**src/rtl/tone_sequencer_if.sv**
```systemverilog
// Control, note-ROM and tone_generator signals of tone_sequencer, bundled as one port.
// master = control logic + note ROM side; slave = the sequencer.
interface tone_sequencer_if #(
    parameter int ADDR_W = 8
);
    logic              play;
    logic              pause;
    logic              stop;
    logic              loop_en;
    logic [ADDR_W-1:0] start_addr;
    logic [ADDR_W-1:0] note_addr;
    logic [39:0]       note_data;
    logic [23:0]       tone_switch_period;
    logic              output_enable;
    logic              busy;
    logic              paused;
    logic              done;

    modport master (
        output play, pause, stop, loop_en, start_addr, note_data,
        input  note_addr, tone_switch_period, output_enable, busy, paused, done
    );

    modport slave (
        input  play, pause, stop, loop_en, start_addr, note_data,
        output note_addr, tone_switch_period, output_enable, busy, paused, done
    );
endinterface

```
**src/rtl/tone_sequencer.sv**
```systemverilog
// Melody sequencer: walks {period, duration} entries of a synchronous note ROM,
// times each note in tempo ticks and drives tone_generator's period/enable.
module tone_sequencer #(
    parameter int ADDR_W      = 8,
    parameter int TICK_CYCLES = 50000,
    parameter int GAP_TICKS   = 10
) (
    input  logic             clk,
    input  logic             rst,
    tone_sequencer_if.slave  bus
);
    localparam int TICK_W = (TICK_CYCLES > 1) ? $clog2(TICK_CYCLES) : 1;
    localparam logic [TICK_W-1:0] TICK_LAST = TICK_W'(TICK_CYCLES - 1);
    localparam logic [15:0]       GAP_LOAD  = 16'(GAP_TICKS);

    typedef enum logic [2:0] {IDLE, FETCH, LOAD, PLAY, GAP, PAUSED} state_t;

    state_t            state;
    state_t            saved_state;
    logic [ADDR_W-1:0] note_addr;
    logic [23:0]       period;
    logic              oe;
    logic              done;
    logic [TICK_W-1:0] tick_cnt;
    logic [15:0]       dur_cnt;

    logic [23:0] rom_period;
    logic [15:0] rom_dur;
    logic        tick;

    assign rom_period = bus.note_data[39:16];
    assign rom_dur    = bus.note_data[15:0];
    assign tick       = (tick_cnt == TICK_LAST);

    // dur_cnt counts note ticks in PLAY and is reloaded with the gap length in GAP
    always_ff @(posedge clk) begin
        if (rst) begin
            state       <= IDLE;
            saved_state <= IDLE;
            note_addr   <= '0;
            period      <= '0;
            oe          <= 1'b0;
            done        <= 1'b0;
            tick_cnt    <= '0;
            dur_cnt     <= '0;
        end else begin
            done <= 1'b0;
            if (bus.stop && state != IDLE) begin
                state  <= IDLE;
                oe     <= 1'b0;
                period <= '0;
            end else if (bus.pause && (state == PLAY || state == GAP)) begin
                // counters stay put, so a tick landing on this edge is replayed on resume
                saved_state <= state;
                state       <= PAUSED;
                oe          <= 1'b0;
            end else begin
                case (state)
                    IDLE: begin
                        if (bus.play) begin
                            note_addr <= bus.start_addr;
                            state     <= FETCH;
                        end
                    end
                    FETCH: state <= LOAD;
                    LOAD: begin
                        if (rom_dur == 16'd0) begin
                            if (bus.loop_en) begin
                                note_addr <= bus.start_addr;
                                state     <= FETCH;
                            end else begin
                                done  <= 1'b1;
                                state <= IDLE;
                            end
                        end else begin
                            period   <= rom_period;
                            oe       <= |rom_period;
                            dur_cnt  <= rom_dur;
                            tick_cnt <= '0;
                            state    <= PLAY;
                        end
                    end
                    PLAY, GAP: begin
                        if (tick) begin
                            tick_cnt <= '0;
                            if (dur_cnt == 16'd1) begin
                                oe <= 1'b0;
                                if (state == PLAY && GAP_TICKS > 0) begin
                                    dur_cnt <= GAP_LOAD;
                                    state   <= GAP;
                                end else begin
                                    dur_cnt   <= '0;
                                    note_addr <= note_addr + ADDR_W'(1);
                                    state     <= FETCH;
                                end
                            end else begin
                                dur_cnt <= dur_cnt - 16'd1;
                            end
                        end else begin
                            tick_cnt <= tick_cnt + TICK_W'(1);
                        end
                    end
                    PAUSED: begin
                        if (bus.play) begin
                            state <= saved_state;
                            if (saved_state == PLAY) oe <= |period;
                        end
                    end
                    default: state <= IDLE;
                endcase
            end
        end
    end

    assign bus.note_addr          = note_addr;
    assign bus.tone_switch_period = period;
    assign bus.output_enable      = oe;
    assign bus.done               = done;
    assign bus.busy               = (state != IDLE);
    assign bus.paused             = (state == PAUSED);
endmodule

```
**src/flat_wrapper.sv**
```systemverilog
// flat-port wrapper written by rule: the top's interface ports become plain ports
module tone_sequencer_flat 
#(
    parameter int ADDR_W      = 8,
    parameter int TICK_CYCLES = 50000,
    parameter int GAP_TICKS   = 10
)
  (clk, rst, bus_play, bus_pause, bus_stop, bus_loop_en, bus_start_addr, bus_note_data, bus_note_addr, bus_tone_switch_period, bus_output_enable, bus_busy, bus_paused, bus_done);
  tone_sequencer_if #(.ADDR_W(ADDR_W)) bus_i ();
  input  logic clk;
  input  logic rst;
  input wire logic [$bits(bus_i.play)-1:0] bus_play;
  input wire logic [$bits(bus_i.pause)-1:0] bus_pause;
  input wire logic [$bits(bus_i.stop)-1:0] bus_stop;
  input wire logic [$bits(bus_i.loop_en)-1:0] bus_loop_en;
  input wire logic [$bits(bus_i.start_addr)-1:0] bus_start_addr;
  input wire logic [$bits(bus_i.note_data)-1:0] bus_note_data;
  output wire logic [$bits(bus_i.note_addr)-1:0] bus_note_addr;
  output wire logic [$bits(bus_i.tone_switch_period)-1:0] bus_tone_switch_period;
  output wire logic [$bits(bus_i.output_enable)-1:0] bus_output_enable;
  output wire logic [$bits(bus_i.busy)-1:0] bus_busy;
  output wire logic [$bits(bus_i.paused)-1:0] bus_paused;
  output wire logic [$bits(bus_i.done)-1:0] bus_done;
  assign bus_i.play = bus_play;
  assign bus_i.pause = bus_pause;
  assign bus_i.stop = bus_stop;
  assign bus_i.loop_en = bus_loop_en;
  assign bus_i.start_addr = bus_start_addr;
  assign bus_i.note_data = bus_note_data;
  assign bus_note_addr = bus_i.note_addr;
  assign bus_tone_switch_period = bus_i.tone_switch_period;
  assign bus_output_enable = bus_i.output_enable;
  assign bus_busy = bus_i.busy;
  assign bus_paused = bus_i.paused;
  assign bus_done = bus_i.done;
  tone_sequencer #(.ADDR_W(ADDR_W), .TICK_CYCLES(TICK_CYCLES), .GAP_TICKS(GAP_TICKS)) u_core (.clk(clk), .rst(rst), .bus(bus_i));
endmodule
```
**config.mk**
```make
export PLATFORM = sky130hd
export DESIGN_NAME = tone_sequencer_flat
export DESIGN_NICKNAME = d
export VERILOG_FILES = /design/src/rtl/tone_sequencer_if.sv /design/src/rtl/tone_sequencer.sv /design/src/flat_wrapper.sv
export SDC_FILE = /design/constraint.sdc
export NUM_CORES = 1
export LEC_CHECK = 0
export CAP_MARGIN = 20
export CORE_MARGIN = 2
export CORE_UTILIZATION = 65
export CTS_BUF_LIST = sky130_fd_sc_hd__clkbuf_8 sky130_fd_sc_hd__clkbuf_16
export DETAILED_ROUTE_END_ITERATION = 16
export DONT_BUFFER_PORTS = 1
export GPL_ROUTABILITY_DRIVEN = 0
export PLACE_DENSITY = 0.78
export SLEW_MARGIN = 20
export SYNTH_ARGS = -nofsm -noshare
export SYNTH_HDL_FRONTEND = slang
export SYNTH_SLANG_ARGS = --single-unit
```
**constraint.sdc**
```tcl
create_clock -name clk -period 3.8 [get_ports clk]
set_input_delay 1.14 -clock clk [delete_from_list [all_inputs] [get_ports clk]]
set_output_delay 1.14 -clock clk [all_outputs]
set_load 0.005 [all_outputs]
```
==> flow_summary.toml, run 1 <==
[synthesis]
synth_edf_count = 0
ys_seq_area_frac = 0.342
synthMuxAreaShare = 0.0119
netlist.area_leader.share = 0.342
ys_types = 71
yosys_warnings = 0
ys_top_cells_by_count = "dfxtp_1, a21oi_1, nand2_1, o21ai_0, clkbuf_1"
synth_top_family_by_area = "simple AND/OR/NAND/NOR gates"
synthArstFlopShare = 0
synthCells = 529
yosys.area_share.simple = 0.299
synth_ff_type = "dfxtp_1"
ys_top_cells_by_area = "dfxtp_1, a21oi_1, nand2_1, o21ai_0, nor4_1"
yosysMostFrequentCell = "dfxtp_1"
synth_compound_area_frac = 0.269
yosys.area_share.xor_xnor = 0.0166
yosys.area.top_type = "dfxtp_1"
ys_ff_latch = 72
syn_area_per_cell_um2 = 7.97
synth-adder-area-share = 0.0119
synth_nets = 587
synth_area_um2 = 4210

[job]
drv_cap = 0

[power_and_ir_drop]
seqPwrFrac = 0.354
p_leak_nw = 1.43
powerDensity_nw_per_um2 = 638
p_clk_frac = 0.263
combPwrFrac = 0.383
total_power_mw = 2.83
power_switching_share = 0.397
switching_power_mw = 1.12
ir_worst_vdd_mv = 0.331
p_int_mw = 1.71

[sta]
setup_viol = 0
finClkSkew_ns = 0.0139
drv_slew = 0
max_freq_mhz = 309
rsz0062_at_grt = "false"
worstMarginPinSlew_ns = 1.12
hold_viol_final = 0
period_share = 0.851
relSlewSlack = 0.250
tns_ns = 0
post-route-min-period_ns = 3.23

[route]
highest_layer = "met4"
wl_per_cell_um = 19.3
vias = 4230
viasPerCell = 7.15
wl_mm = 11.4
drtIter0Drc = 571
route.met2.wl_mm = 5.26
wl_met1_mm = 4.92
ant_nets = 0
drt_first_pass_iters = 5
wl_met3_mm = 1.03
route.detailed.drc = 0

[grt]
grt_usage = 0.323
grt_pass1_vias = 3850
grt_pass1_wl_mm = 18.9
grt_max_degree = 29
antenna_found_initial = 0
grt_remaining_overflow = 0

[cells_and_area]
diodes = 0
drive_gt1_frac = 0.0893
n_fill_cell = 529
regArea_um2 = 1440
fin_nets = 568
area_growth_pct = 5.40
multi_input_area_um2 = 2560

[critical_path]
crit_chain = "nor4_1 > and4_1 > o221ai_1 > or2_1 > a32o_1"
r2r_start = "u_core.state[2]"
crit_arrival_ns = 3.48
crit_path_start_kind = "input port"
crit_slowest_cell = "nor4_1"
reg2reg_slack_ns = 0.65
cp_top_family = "simple AND/OR/NAND/NOR gates"
critPathLaunch = "bus_note_data[1]"
cp_slowest_stage_delay_ns = 0.70
path_max_fanout = 9
r2r_end = "u_core.dur_cnt[3]"
crit_type = "in -> reg"
crit_buf_inv = 0
endpoint_kind = "flip-flop"
r2r_cells = 5
required_ns = 4.05

[die]
die_w_um = 84.5
core_um2 = 6310
die_area_um2 = 7140
initial_core_util = 0.667
pin_count = 90
num_rows = 29
die_height_um = 84.5

[clock_network]
cts_made_buffers = 9
postCtsHoldBufs = 0
cts_sinks = 72
root_buffer = "clkbuf_8"
cts_tree = "built"
clock_path_buffers = 2
h-tree-depth = 3
postCtsSetupBuffers = 0
insertion_delay_ns = 0.36
path_clk_slew_ns = 0.08
post_cts_resized = 0

[outcome]
status = "completed"

[hold_path]
hp-class = "reg -> reg"
min_path_cells = 2
hp-start = "u_core.dur_cnt[13]"
hold_end = "u_core.dur_cnt[13]"

[place]
numPortBuffers = 0
post-dp-hpwl_mm = 8.00
worst max-delay path by stage:
stage	to	slack, ns	cells after the start
after detailed placement	u_core.bus.note_addr[0]	0.24	5
after global placement	u_core.bus.note_addr[0]	0.32	5
after CTS	u_core.bus.note_addr[0]	0.62	5
after global routing	u_core.dur_cnt[3]	0.40	5
final	u_core.bus.note_addr[0]	0.57	5
after floorplan	u_core.bus.note_addr[0]	0.87	7
placed cells by master, fill, tap and decap left out, drive strengths merged, types with 4 or more instances in the layout:
cell    count
a211oi     12
a21oi      67
a22oi       4
and3        7
and4        4
buf        10
clkbuf      9
clkinv      4
dfxtp      72
ha          4
inv         5
mux2i       5
nand2      64
nand2b      6
nand3      23
nand3b      4
nand4      10
nand4b      5
nor2       23
nor3       10
nor3b       6
nor4       24
nor4b       4
o21ai      37
o31ai      12
o32ai      10
or3         9
or4         7
xnor2       7
power groups by stage:
stage / combinational, mW / sequential [mW] / clock (mW)
after floorplan: 0.921 / 0.948 / 0
after global placement: 1.05 / 1.01 / 0
after detailed placement: 1.06 / 1.02 / 0
after CTS: 1.06 / 0.999 / 0.747
after global routing: 1.20 / 1.02 / 0.781
final: 1.09 / 1.00 / 0.745
cell type report:
class	instances	share of cell area
Multi-Input combinational cell	411	0.577
Sequential cell	72	0.325
Inverter	6	0.00507
Timing Repair Buffer	10	0.0169
Clock inverter	7	0.0270
Tap cell	77	0.0217
Clock buffer	9	0.0279
logic make-up after synthesis:
logic type      after synthesis
flops                        72
mux                           5
compound gates              172
buf+inv                      46
xor+xnor                      8
fa+ha+maj                     4
simple gates                222
routing by layer:
layer | vias up | GRT usage
met4 | 0 | 0.0909
met1 | 1998 | 0.453
met3 | 28 | 0.0777
met2 | 227 | 0.498
li1 | 1977 | -
met5 | - | 0
sequential cells by signal, indices dropped and copies added (netlist names):
name,count
u_core.dur_cnt,16
u_core.saved_state,3
u_core.bus.done,1
u_core.bus.tone_switch_period,24
u_core.tick_cnt,16
u_core.bus.note_addr,8
u_core.bus.output_enable,1
u_core.state,3
worst register-to-register path, cell delays in order (launching register included):
cell and delay, ns:
dfxtp_1 0.66, or3b_1 0.57, a2bb2oi_2 0.22, a211oi_2 0.93
nand2_2 0.27, o41ai_1 0.39
per-stage QoR:
| step | hold slack, ns | area [um2] | setup WS, ns | cells | util |
|---|---|---|---|---|---|
| after CTS | 0.487 | 4440 | 0.616 | 592 | 0.704 |
| after global placement | 0.454 | 4200 | 0.322 | 576 | 0.665 |
| final | 0.486 | 4440 | 0.568 | 592 | 0.704 |
| after global routing | 0.502 | 4440 | 0.396 | 592 | 0.704 |
| after floorplan | 0.439 | 4210 | 0.874 | 529 | - |
| after detailed placement | 0.475 | 4200 | 0.242 | 576 | 0.665 |
Note: power is estimated with default switching activity, not from simulation.
==> run 2: changes to the inputs <==
Settings changed: CAP_MARGIN 20 to default.
==> results of run 2 <==
Final layout, timing and power as in run 1 (identical DEF).
